`src/rtl/filter2d_pkg.sv`:
```
// Shared filter2d definitions: default frame geometry and the raster source state encoding.
package filter2d_pkg;

  localparam int FRAME_H    = 480;
  localparam int FRAME_W    = 640;
  localparam int DIN_WIDTH  = 8;
  localparam int SRC_HBLANK = 4;
  localparam int SRC_VBLANK = 16;

  typedef enum logic [2:0] {
    SRC_IDLE,
    SRC_SOF,
    SRC_ACTIVE,
    SRC_HBLK,
    SRC_VBLK
  } src_state_t;

endpackage

```
`src/rtl/filter2d_raster_cnt.sv`:
```
// Column/row position and blanking counters for the filter2d raster source.
module filter2d_raster_cnt #(
  parameter int FRAME_H = 480,
  parameter int FRAME_W = 640,
  parameter int HBLANK  = 4,
  parameter int VBLANK  = 16
) (
  input  logic clock,
  input  logic rst,
  input  logic adv,
  input  logic blank_en,
  input  logic blank_sel,
  output logic last_col,
  output logic last_row,
  output logic blank_done
);

  localparam int COL_W     = $clog2(FRAME_W) + 1;
  localparam int ROW_W     = $clog2(FRAME_H) + 1;
  localparam int BLANK_MAX = (HBLANK > VBLANK) ? HBLANK : VBLANK;
  localparam int BLANK_W   = $clog2(BLANK_MAX) + 1;
  // Terminal counts; a zero-length blank never enters its state, so 0 is a safe stand-in.
  localparam int HLIM      = (HBLANK > 0) ? HBLANK - 1 : 0;
  localparam int VLIM      = (VBLANK > 0) ? VBLANK - 1 : 0;

  logic [COL_W-1:0]   col;
  logic [ROW_W-1:0]   row;
  logic [BLANK_W-1:0] blank_cnt;
  logic [BLANK_W-1:0] blank_lim;

  assign last_col   = (col == COL_W'(FRAME_W - 1));
  assign last_row   = (row == ROW_W'(FRAME_H - 1));
  assign blank_lim  = blank_sel ? BLANK_W'(VLIM) : BLANK_W'(HLIM);
  assign blank_done = blank_en && (blank_cnt == blank_lim);

  always_ff @(posedge clock) begin
    if (rst) begin
      col <= '0;
      row <= '0;
    end else if (adv) begin
      if (last_col) begin
        col <= '0;
        row <= last_row ? '0 : row + 1'b1;
      end else begin
        col <= col + 1'b1;
      end
    end
  end

  always_ff @(posedge clock) begin
    if (rst || !blank_en || blank_done) begin
      blank_cnt <= '0;
    end else begin
      blank_cnt <= blank_cnt + 1'b1;
    end
  end

endmodule

```
`src/rtl/filter2d_frame_src.sv`:
```
// Raster frame transmitter feeding filter2d from a valid/ready pixel source.
// Optional FILTER2D_SRC_PATTERN_EN adds pattern_sel: internal (row+col) test pattern.
module filter2d_frame_src #(
  parameter int FRAME_H    = filter2d_pkg::FRAME_H,
  parameter int FRAME_W    = filter2d_pkg::FRAME_W,
  parameter int DATA_WIDTH = filter2d_pkg::DIN_WIDTH,
  parameter int HBLANK     = filter2d_pkg::SRC_HBLANK,
  parameter int VBLANK     = filter2d_pkg::SRC_VBLANK
) (
  input  logic                  clock,
  input  logic                  rst,
  input  logic                  start,
  output logic                  busy,
  input  logic                  pix_vld,
  output logic                  pix_rdy,
  input  logic [DATA_WIDTH-1:0] pix,
`ifdef FILTER2D_SRC_PATTERN_EN
  input  logic                  pattern_sel,
`endif
  output logic                  frame_start,
  output logic                  dout_vld,
  output logic [DATA_WIDTH-1:0] dout,
  output logic                  frame_done,
  output logic                  stall
);

  import filter2d_pkg::*;

  src_state_t state, state_nxt;
  logic xfer, blank_en, frame_end;
  logic last_col, last_row, blank_done;
  logic gen_mode;
  logic [DATA_WIDTH-1:0] pix_src;

  filter2d_raster_cnt #(
    .FRAME_H (FRAME_H),
    .FRAME_W (FRAME_W),
    .HBLANK  (HBLANK),
    .VBLANK  (VBLANK)
  ) u_cnt (
    .clock      (clock),
    .rst        (rst),
    .adv        (xfer),
    .blank_en   (blank_en),
    .blank_sel  (state == SRC_VBLK),
    .last_col   (last_col),
    .last_row   (last_row),
    .blank_done (blank_done)
  );

`ifdef FILTER2D_SRC_PATTERN_EN
  logic                  pat_q;
  logic [DATA_WIDTH-1:0] pat_val, pat_row;

  always_ff @(posedge clock) begin
    if (rst) begin
      pat_q <= 1'b0;
    end else if (state == SRC_IDLE && start) begin
      pat_q <= pattern_sel;
    end
  end

  // pat_row tracks the value at col 0 of the current line, so pat_val == row + col.
  always_ff @(posedge clock) begin
    if (state == SRC_SOF) begin
      pat_val <= '0;
      pat_row <= '0;
    end else if (xfer) begin
      if (last_col) begin
        pat_val <= pat_row + 1'b1;
        pat_row <= pat_row + 1'b1;
      end else begin
        pat_val <= pat_val + 1'b1;
      end
    end
  end

  assign gen_mode = pat_q;
  assign pix_src  = pat_q ? pat_val : pix;
`else
  assign gen_mode = 1'b0;
  assign pix_src  = pix;
`endif

  assign pix_rdy = (state == SRC_ACTIVE) && !gen_mode;

  always_ff @(posedge clock) begin
    if (rst) state <= SRC_IDLE;
    else     state <= state_nxt;
  end

  always_comb begin
    state_nxt = state;
    xfer      = 1'b0;
    blank_en  = 1'b0;
    frame_end = 1'b0;
    unique case (state)
      SRC_IDLE:   if (start) state_nxt = SRC_SOF;
      SRC_SOF:    state_nxt = SRC_ACTIVE;
      SRC_ACTIVE: begin
        xfer = gen_mode || pix_vld;
        if (xfer && last_col) begin
          if (!last_row) begin
            state_nxt = (HBLANK == 0) ? SRC_ACTIVE : SRC_HBLK;
          end else if (VBLANK == 0) begin
            state_nxt = SRC_IDLE;
            frame_end = 1'b1;
          end else begin
            state_nxt = SRC_VBLK;
          end
        end
      end
      SRC_HBLK: begin
        blank_en = 1'b1;
        if (blank_done) state_nxt = SRC_ACTIVE;
      end
      SRC_VBLK: begin
        blank_en = 1'b1;
        if (blank_done) begin
          state_nxt = SRC_IDLE;
          frame_end = 1'b1;
        end
      end
      default: state_nxt = SRC_IDLE;
    endcase
  end

  // Output register stage: one cycle behind the state/transfer decision.
  always_ff @(posedge clock) begin
    if (rst) begin
      busy        <= 1'b0;
      frame_start <= 1'b0;
      dout_vld    <= 1'b0;
      frame_done  <= 1'b0;
      stall       <= 1'b0;
      dout        <= '0;
    end else begin
      busy        <= (state_nxt != SRC_IDLE);
      frame_start <= (state == SRC_IDLE) && (state_nxt == SRC_SOF);
      dout_vld    <= xfer;
      frame_done  <= frame_end;
      stall       <= (state == SRC_ACTIVE) && !xfer;
      if (xfer) dout <= pix_src;
    end
  end

endmodule

```
`config.mk`:
```
export PLATFORM = sky130hd
export DESIGN_NAME = filter2d_frame_src
export DESIGN_NICKNAME = d
export VERILOG_FILES = /design/src/rtl/filter2d_pkg.sv /design/src/rtl/filter2d_raster_cnt.sv /design/src/rtl/filter2d_frame_src.sv
export SDC_FILE = /design/constraint.sdc
export NUM_CORES = 1
export LEC_CHECK = 0
export ABC_AREA = 1
export BUFFER_PORTS_ARGS = -buffer_cell sky130_fd_sc_hd__buf_2
export CORE_ASPECT_RATIO = 1.75
export CORE_UTILIZATION = 45
export DETAILED_ROUTE_END_ITERATION = 6
export GPL_ROUTABILITY_DRIVEN = 0
export GPL_TIMING_DRIVEN = 0
export PLACE_DENSITY = 0.76
export SKIP_CTS_REPAIR_TIMING = 1
export SLEW_MARGIN = 20
export SYNTH_ARGS = -nofsm -noshare
export SYNTH_HDL_FRONTEND = slang
export SYNTH_SLANG_ARGS = --single-unit
export TNS_END_PERCENT = 50
```
`constraint.sdc`:
```
create_clock -name clock -period 4.5 [get_ports clock]
set_clock_uncertainty 0.15 [all_clocks]
set_input_delay 0.45 -clock clock [delete_from_list [all_inputs] [get_ports clock]]
set_output_delay 0.45 -clock clock [all_outputs]
set_load 0.05 [all_outputs]
```
==> impl_metrics.toml, run 1 <==
[setup_path]
crit_fanout = 8
path_cells = "ha_1 > buf_4 > nand3_2 > nor3_4 > nand2_4 > nand2_1 > o21bai_1 > a21oi_1"
critical_path_arrival_ns = 1.92
cp-end-kind = "flop"
timing.rr.start = "u_cnt.col[0]"
max_stage_delay_ns = 0.43
cp.required_ns = 4.52
endpoint = "u_cnt.col[7]"
path_class = "flop to flop"
r2r_setup_slack_ns = 2.60
r2r-end = "u_cnt.col[7]"
cp_slowest_cell = "dfxtp_1"
startpoint_type = "flop"
worstRegToRegCells = 8
crit_start = "u_cnt.col[0]"

[global_routing]
grt_pass1_vias = 1863
grt_antenna_before_repair = 0
grt_pass1_wl_mm = 7.69
grt_max_degree = 13
grt_use_total = 0.207
grt-ovfl-total = 0

[route]
wl_per_cell_um = 11.8
dr.first_iter.drc_count = 39
ant_nets = 0
post-route-drc-count = 0
routed_via_density = 5.20
firstDrtPassIters = 4
drt_wl_total_mm = 4.37
vias = 1917

[die]
io_pins = 26
design.core.area_um2 = 4400
die_w_um = 53.4
die_h_um = 92.0
initial_core_util = 0.473
rows = 32
die_area_um2 = 4920

[synthesis]
syn-mean-instance-area_um2 = 7.28
synth_cell_types = 33
syn_nets = 301
yosysTopAreaCellShare = 0.404
synth_area_um2 = 2080
synth_area_leaders = "dfxtp_1, nand2_1, nor2_1"
ys_warn_count = 0
syn_inst = 286
synth_largest_area_cell = "dfxtp_1"
ys_ff_latch = 42
seq_area_frac_synth = 0.404

[cells_and_area]
layout_common_cells = "nand2_1, nor2_1, dfxtp_1"
layout.nets = 333
area_growth_pct = 12.9
final_common_cell = "nand2_1"
antennaDiodeCount = 0
drive_above_1_share = 0.192

[placement]
io_buffers = 25
dp_hpwl_mm = 3.35

[power]
totalPowerFinal_mw = 0.677
leakage_nw = 1.02
p_per_area_nw_per_um2 = 288
ir_worst_vdd_uv = 270

[clock_tree]
clock_latency_ns = 0.29
cts_sinks = 42
clockBufferDepth = 2
cts_made_buffers = 5
htreeDepth = 2
cts_tree = "yes"
clkTransAtPathRegs_ns = 0.08
cts-root-buf = "clkbuf_8"

[sta]
finalHoldViolCount = 0
max_slew_margin = 0.658
slew_violations = 0
tightest_slew_ns = 0.512
min_period_ns = 1.90
rsz0062_at_grt = "no"
setup_tns_ns = 0
max_freq_ghz = 0.527
fin_crit_sh = 0.422
setup_viol = 0

[run]
maxCapViolCount = 0

[worst_hold_path]
hold_path_class = "primary input to flop"

[status]
status = "complete, no violations"
==> synthesized netlist by cell type <==
library cell,count
ha_1,3
nor3b_1,1
a21o_1,1
xnor2_1,2
buf_6,1
clkbuf_2,1
o21ai_1,2
dfxtp_1,42
o21ai_0,11
buf_4,3
nand2_1,54
nor2_1,42
xor2_1,3
nand4_2,1
a31oi_1,2
o21a_1,1
nor2_4,3
clkbuf_1,2
nor3_2,3
inv_1,30
a21oi_1,17
nor3_1,9
nor3_4,1
clkinv_1,1
o21bai_1,2
inv_2,3
nand3_2,7
nor2_2,3
nand4_1,11
nand2_2,2
nand3_1,20
nand3b_1,1
nand2_4,1
==> metrics by stage <==
stage,utilization,area [µm²],std cells,hold WS (ns),setup slack [ns]
floorplan,-,2080,286,0.268,2.88
global placement,0.516,2270,362,0.280,2.66
detailed placement,0.516,2270,362,0.290,2.63
CTS,0.534,2350,369,0.194,2.61
global route,0.534,2350,369,0.184,2.45
finish,0.534,2350,369,0.199,2.60
==> power by group <==
| part | switching (mW) | internal [mW] |
|---|---|---|
| clock network | 0.122 | 0.104 |
| registers | 0.00419 | 0.379 |
| logic | 0.0491 | 0.0179 |
==> critical path, delay by kind of cell, from the launching register on <==
| kind | cells | cell delay (ns) |
|---|---|---|
| flip-flops | 1 | 0.43 |
| AO/OA/AOI/OAI | 2 | 0.21 |
| AND/OR/NAND/NOR | 4 | 0.66 |
| buffers and inverters | 1 | 0.16 |
| adder cells (fa/ha/maj) | 1 | 0.18 |
==> cells by family (layout without fill, tap and decap cells) <==
group | Yosys count | after routing | share of synthesized area
DFF | 42 | 42 | 0.404
AOI/OAI and AO/OA | 36 | 36 | 0.0925
adders and majority gates | 3 | 3 | 0.0180
and+or+nand+nor | 159 | 159 | 0.381
buffers and inverters | 41 | 73 | 0.0835
xor gates and xnor gates | 5 | 5 | 0.0210
==> registers in the layout, indices dropped and copies added, names as in the netlist <==
| name | flops |
|---|---|
| frame_done | 1 |
| stall | 1 |
| state | 3 |
| busy | 1 |
| u_cnt.row | 10 |
| frame_start | 1 |
| u_cnt.blank_cnt | 5 |
| u_cnt.col | 11 |
| dout | 8 |
| dout_vld | 1 |
==> worst min path at each step <==
stage | startpoint | end | slack (ns) | depth (start not counted)
floorplan | u_cnt.blank_cnt[0] | u_cnt.blank_cnt[0] | 0.27 | 1
global placement | u_cnt.blank_cnt[0] | u_cnt.blank_cnt[0] | 0.28 | 1
detailed placement | u_cnt.blank_cnt[0] | u_cnt.blank_cnt[0] | 0.29 | 1
CTS | pix_vld | stall | 0.19 | 2
global route | pix_vld | stall | 0.18 | 2
finish | pix_vld | stall | 0.20 | 2
==> per-layer routing <==
| layer | part of all wire | routed length (µm) | global-route usage | vias up |
|---|---|---|---|---|
| met5 | 0 | 0 | 0 | - |
| met4 | 0.028 | 121 | 0.110 | 0 |
| met3 | 0.020 | 86 | 0.0315 | 10 |
| met2 | 0.54 | 2380 | 0.372 | 36 |
| met1 | 0.41 | 1780 | 0.217 | 872 |
| li1 | - | - | - | 999 |
==> final cells by class <==
cell class              count  area [µm²]
fillers                   454        2050
multi-input cells         203        1070
flip-flops and latches     42         841
inverters                  34         128
repair buffers             25         125
clock buffers               5        68.8
well taps                  51        63.8
plain buffers               7        46.3
clock inverters             2        10.0
No activity file was read; power rests on OpenSTA's default activity.
==> run 2: changes to the inputs <==
PLACE_DENSITY = 0.79   (was 0.76)
clock period = 1.6 ns   (was 4.5 ns; I/O delays follow)
==> run 2 against run 1 <==
  * The run now ends with setup timing left
  * Cell count rose by 6.2%
  * Count of clock-buffer cells in the layout up 1
  * Highest routed layer unchanged
  * First-iteration DRC count is 28% higher
  * Flip-flop and latch count did not move
==> impl_metrics.toml, run 2 (synthesis results as in run 1) <==
[global_routing]
gr-usage-met3 = 0.0415
grt_pass1_wl_mm = 7.76
gr-usage-met2 = 0.395
grt_pass1_vias = 1887
grt-ovfl-total = 0
grt_max_degree = 14
grt-busiest-layer = "met2"
grt_antenna_before_repair = 0
grtUsageMet1 = 0.206
grt_use_total = 0.213

[die]
design.core.area_um2 = 4400
initial_core_util = 0.473
rows = 32
die_h_um = 92.0
die_w_um = 53.4
io_pins = 26
die_area_um2 = 4920

[setup_path]
crit_top_cell = "nand2_4"
crit_family = "simple AND/OR/NAND/NOR gates"
cp.required_ns = 1.64
max_stage_delay_ns = 0.38
cp_slowest_cell = "dfxtp_4"
path_cells = "ha_4 > buf_6 > nand3_4 > nor3_4 > nand2_4 > nand2_4 > o21bai_1 > a21oi_1"
critPathBufInv = 1
r2r_setup_slack_ns = -0.07
path_class = "flop to flop"
startpoint_type = "flop"
critical_path_arrival_ns = 1.70
crit_fanout = 4
cp-end-kind = "flop"

[cells_and_area]
fillers = 390
antennaDiodeCount = 0
largest_reg_flops = 11
layout_common_cells = "nand2_1, nor2_1, dfxtp_1"
utilization = 0.610
regArea_um2 = 858
area_growth_pct = 28.9
largest-register = "u_cnt.col"
multiInputGateArea_um2 = 1180
final_common_cell = "nand2_1"
top_regs = "u_cnt.col x11, u_cnt.row x10, dout x8"
layout.nets = 355
drive_above_1_share = 0.279

[run]
maxCapViolCount = 0

[route]
routed_via_density = 5.39
firstDrtPassIters = 4
wl_per_cell_um = 13.6
drt_wl_total_mm = 5.32
vias = 2111
post-route-drc-count = 0
dr.first_iter.drc_count = 50
ant_nets = 0

[sta]
tightest_slew_ns = 0.587
fin_crit_sh = 1.04
slew_violations = 0
rsz0062_at_grt = "yes"
max_slew_margin = 0.608
setup_viol = 6
layout_setup_ws_ns = -0.0663
max_freq_ghz = 0.600
min_period_ns = 1.67
finalHoldViolCount = 0
holdWs_ns = 0.0100

[clock_tree]
cts-root-buf = "clkbuf_8"
htreeDepth = 2
clockBufferDepth = 2
cts_tree = "yes"
cts_made_buffers = 5
clock_latency_ns = 0.30
cts_sinks = 42
clkTransAtPathRegs_ns = 0.09

[power]
ir_worst_vdd_uv = 1030
p_per_area_nw_per_um2 = 751
leakage_nw = 1.12
totalPowerFinal_mw = 2.02

[status]
status = "finished with violations"
failed_checks = "setup timing"

[placement]
io_buffers = 25
place_ws_ns = -0.264
dp_hpwl_mm = 3.41

[worst_hold_path]
hold_path_class = "primary input to flop"
## run 2: worst reg2reg max path: stages, from the launching register on
cell and delay (ns):
dfxtp_4 0.38, ha_4 0.13, buf_6 0.11, nand3_4 0.09, nor3_4 0.30, nand2_4 0.13, nand2_4 0.09, o21bai_1 0.13
a21oi_1 0.07
## run 2: layout make-up
| class | instances | area share |
|---|---|---|
| Tap cell | 51 | 0.0238 |
| Clock buffer | 6 | 0.0307 |
| Inverter | 34 | 0.0484 |
| Multi-Input combinational cell | 203 | 0.438 |
| Timing Repair Buffer | 47 | 0.116 |
| Sequential cell | 42 | 0.320 |
| Buffer | 7 | 0.0186 |
| Clock inverter | 2 | 0.00466 |
## run 2: where the power goes
group,leakage (nW),total [mW],switching (mW),internal [mW]
clock,0.0472,0.723,0.376,0.347
sequential,0.345,1.08,0.0132,1.06
combinational,0.726,0.218,0.149,0.0692
## run 2: path summary, 6_finish.rpt
path | start | endpoint | depth (start not counted)
worst max-delay path | u_cnt.col[0] | u_cnt.col[7] | 8
worst min-delay path | start | frame_start | 3
worst max register to register | u_cnt.col[0] | u_cnt.col[7] | 8
worst min register to register | u_cnt.blank_cnt[0] | u_cnt.blank_cnt[0] | 1
## run 2: per-stage QoR
stage | std cells | TNS [ns] | area [µm²]
after floorplan | 286 | 0 | 2080
after global placement | 362 | -2.13 | 2270
after detailed placement | 362 | -2.56 | 2270
after CTS | 370 | -2.77 | 2370
after global routing | 392 | -1.36 | 2690
final | 392 | -0.211 | 2690
## run 2: metal layers
| metal | wire [µm] | up-vias |
|---|---|---|
| met1 | 1970 | 993 |
| met4 | 216 | 0 |
| met3 | 181 | 23 |
| met2 | 2950 | 54 |
| met5 | 0 | - |
| li1 | - | 1041 |
==> run 3: changes to the inputs <==
ABC_AREA = not set   (was 1)
PLACE_DENSITY = 0.8   (was 0.79)
clock period = 1.5 ns   (was 1.6 ns; I/O delays follow)
==> run 3 against run 2 <==
  * The run still ends with setup timing left
  * Global-route usage down 2.4 points
  * Clock power up 30%
  * Sequential share of layout area up 0.73 points
  * Non-clock buffer count up 3
  * Sequential power up 6%
  * Highest routed layer unchanged
  * Final area down 1.8%
  * Power up 15%
  * First-iteration DRC count up 18%
  * Setup slack worse by 0.24 ns
==> impl_metrics.toml, run 3 <==
[synthesis]
synth_edf_count = 0
synth_area_um2 = 1860
synthXorXnorAreaFrac = 0.0471
syn_inst = 214
synthMuxAreaShare = 0
synth_top_family_by_area = "simple AND/OR/NAND/NOR gates"
synth_cell_types = 47
synth_largest_area_cell = "dfxtp_1"
synth_area_leaders = "dfxtp_1, a21oi_1, nand2_1"
synthAdderAreaFrac = 0.0202
ys_warn_count = 0
ys_ff_latch = 42
seq_area_frac_synth = 0.453
syn_nets = 229
synth-compound-area-share = 0.138
yosysTopAreaCellShare = 0.453
yosysMostFrequentCell = "dfxtp_1"
ys.flop_type = "dfxtp_1"
syn-mean-instance-area_um2 = 8.68
async_flop_share = 0
synthSimpleGateAreaFrac = 0.309
synthTopCellsByCount = "dfxtp_1, nand2_1, a21oi_1, nor2_1, nand3_1"

[placement]
dp_hpwl_mm = 2.79
placed_cell_area_um2 = 2130
io_buffers = 24
dp_cells = 286

[die]
die_w_um = 50.6
die_area_um2 = 4400
io_pins = 26
design.core.area_um2 = 3900
initial_core_util = 0.476
die_h_um = 87.0
rows = 30

[clock_tree]
clockBufferDepth = 2
cts_sinks = 42
htreeDepth = 2
cts_made_buffers = 5
clkTransAtPathRegs_ns = 0.08
clock_latency_ns = 0.30
cts_tree = "yes"
cts-root-buf = "clkbuf_8"

[cells_and_area]
final_common_cell = "dfxtp_1"
top_regs = "u_cnt.col x11, u_cnt.row x10, dout x8"
layout.nets = 284
final_area_um2 = 2640
antennaDiodeCount = 0
fillers = 290
largest_reg_flops = 11
layout_common_cells = "dfxtp_1, nand2_1, buf_2"
drive_above_1_share = 0.370
area_growth_pct = 42.0
largest-register = "u_cnt.col"
finalNonFillerCells = 318

[sta]
min_period_ns = 1.80
slew_violations = 0
setup_viol = 40
layout_setup_ws_ns = -0.303
max_slew_margin = 0.665
finalHoldViolCount = 0
rsz0062_at_grt = "yes"
max_freq_ghz = 0.555
setup_tns_ns = -5.95
fin_crit_sh = 1.20
tightest_slew_ns = 0.503

[setup_path]
crit_fanout = 7
cp-end-kind = "flop"
crit_family = "simple AND/OR/NAND/NOR gates"
cp.required_ns = 1.59
critPathBufInv = 0
max_stage_delay_ns = 0.50
cp_slowest_cell = "or4_4"
path_class = "flop to flop"
critical_path_arrival_ns = 1.89
startpoint_type = "flop"
path_cells = "and4_2 > nand4_4 > or4_4 > a21oi_2"

[status]
failed_checks = "setup timing"
status = "finished with violations"

[power]
p_per_area_nw_per_um2 = 882
leakage_nw = 0.968
ir_worst_vdd_uv = 949

[route]
dr.first_iter.drc_count = 59
post-route-drc-count = 0
wl_per_cell_um = 15.6
ant_nets = 0
drt_wl_total_mm = 4.95
firstDrtPassIters = 5
vias = 1812
routed_via_density = 5.70

[global_routing]
grt-ovfl-total = 0
grt_pass1_wl_mm = 6.43
grt_use_total = 0.189
grt_max_degree = 14
grt_antenna_before_repair = 0
grt_pass1_vias = 1491

[worst_hold_path]
hold_path_class = "primary input to flop"

[run]
maxCapViolCount = 0
[run 3: cell types whose count changed in the layout (fill, tap and decap cells not counted), moves of 4 or more]
cell     previous run  this run
or3_1               0         7
nand2_1            49        29
nand3_1            19        10
nor2_1             42        18
nand2_2             6         0
nor2_4              5         0
nor3_1              8         1
o21ai_0             9         5
inv_1              29         6
nand4_1            11         3
[run 3: cell type report]
type	instances	area [µm²]	share of cell area
Multi-Input combinational cell	157	1160	0.438
Sequential cell	42	862	0.327
Timing Repair Buffer	49	353	0.134
Clock buffer	7	86.3	0.0327
Buffer	8	67.6	0.0256
Tap cell	48	60.1	0.0228
Clock inverter	1	30.0	0.0114
Inverter	6	22.5	0.00854
[run 3: tightest hold or removal path, stage by stage]
cell and delay [ns]:
buf_2 0.07, o2bb2ai_1 0.15, a22oi_2 0.08, nor2_1 0.08
[run 3: kinds of logic (layout without fill, tap and decap cells)]
kind of cell,Yosys count,in the layout
xor gates and xnor gates,10,10
DFF,42,42
buffers and inverters,15,71
and+or+nand+nor,102,102
AOI/OAI and AO/OA,42,42
adders and majority gates,3,3
[run 3: final timing paths]
check,to,cells after the start,slack [ns],startpoint
setup / recovery,u_cnt.row[8],4,-0.30,u_cnt.col[4]
hold / removal,state[0],4,0.12,start
setup reg to reg,u_cnt.row[8],4,-0.30,u_cnt.col[4]
hold reg to reg,dout[5],2,0.31,dout[5]
[run 3: through the flow]
step	utilization	setup WS (ns)	power [mW]	hold WS (ns)
3_5_place_dp	0.546	-0.410	1.34	0.219
4_1_cts	0.576	-0.413	2.27	-0.0937
3_3_place_gp	0.546	-0.398	1.34	0.205
6_report	0.676	-0.303	2.33	0.119
2_1_floorplan	-	-0.215	1.30	0.0761
5_1_grt	0.676	-0.363	2.39	0.173
[run 3: routing by layer]
| metal | vias up | routed length [µm] | GRT usage |
|---|---|---|---|
| li1 | 876 | - | - |
| met1 | 870 | 1800 | 0.212 |
| met2 | 49 | 2810 | 0.330 |
| met3 | 17 | 171 | 0.0401 |
| met4 | 0 | 166 | 0.0960 |
| met5 | - | 0 | 0 |
[run 3: power by group]
part | total, mW | internal (mW) | leakage, nW | switching (mW)
sequential | 1.14 | 1.13 | 0.345 | 0.0162
combinational | 0.242 | 0.102 | 0.565 | 0.140
clock | 0.940 | 0.543 | 0.0585 | 0.397
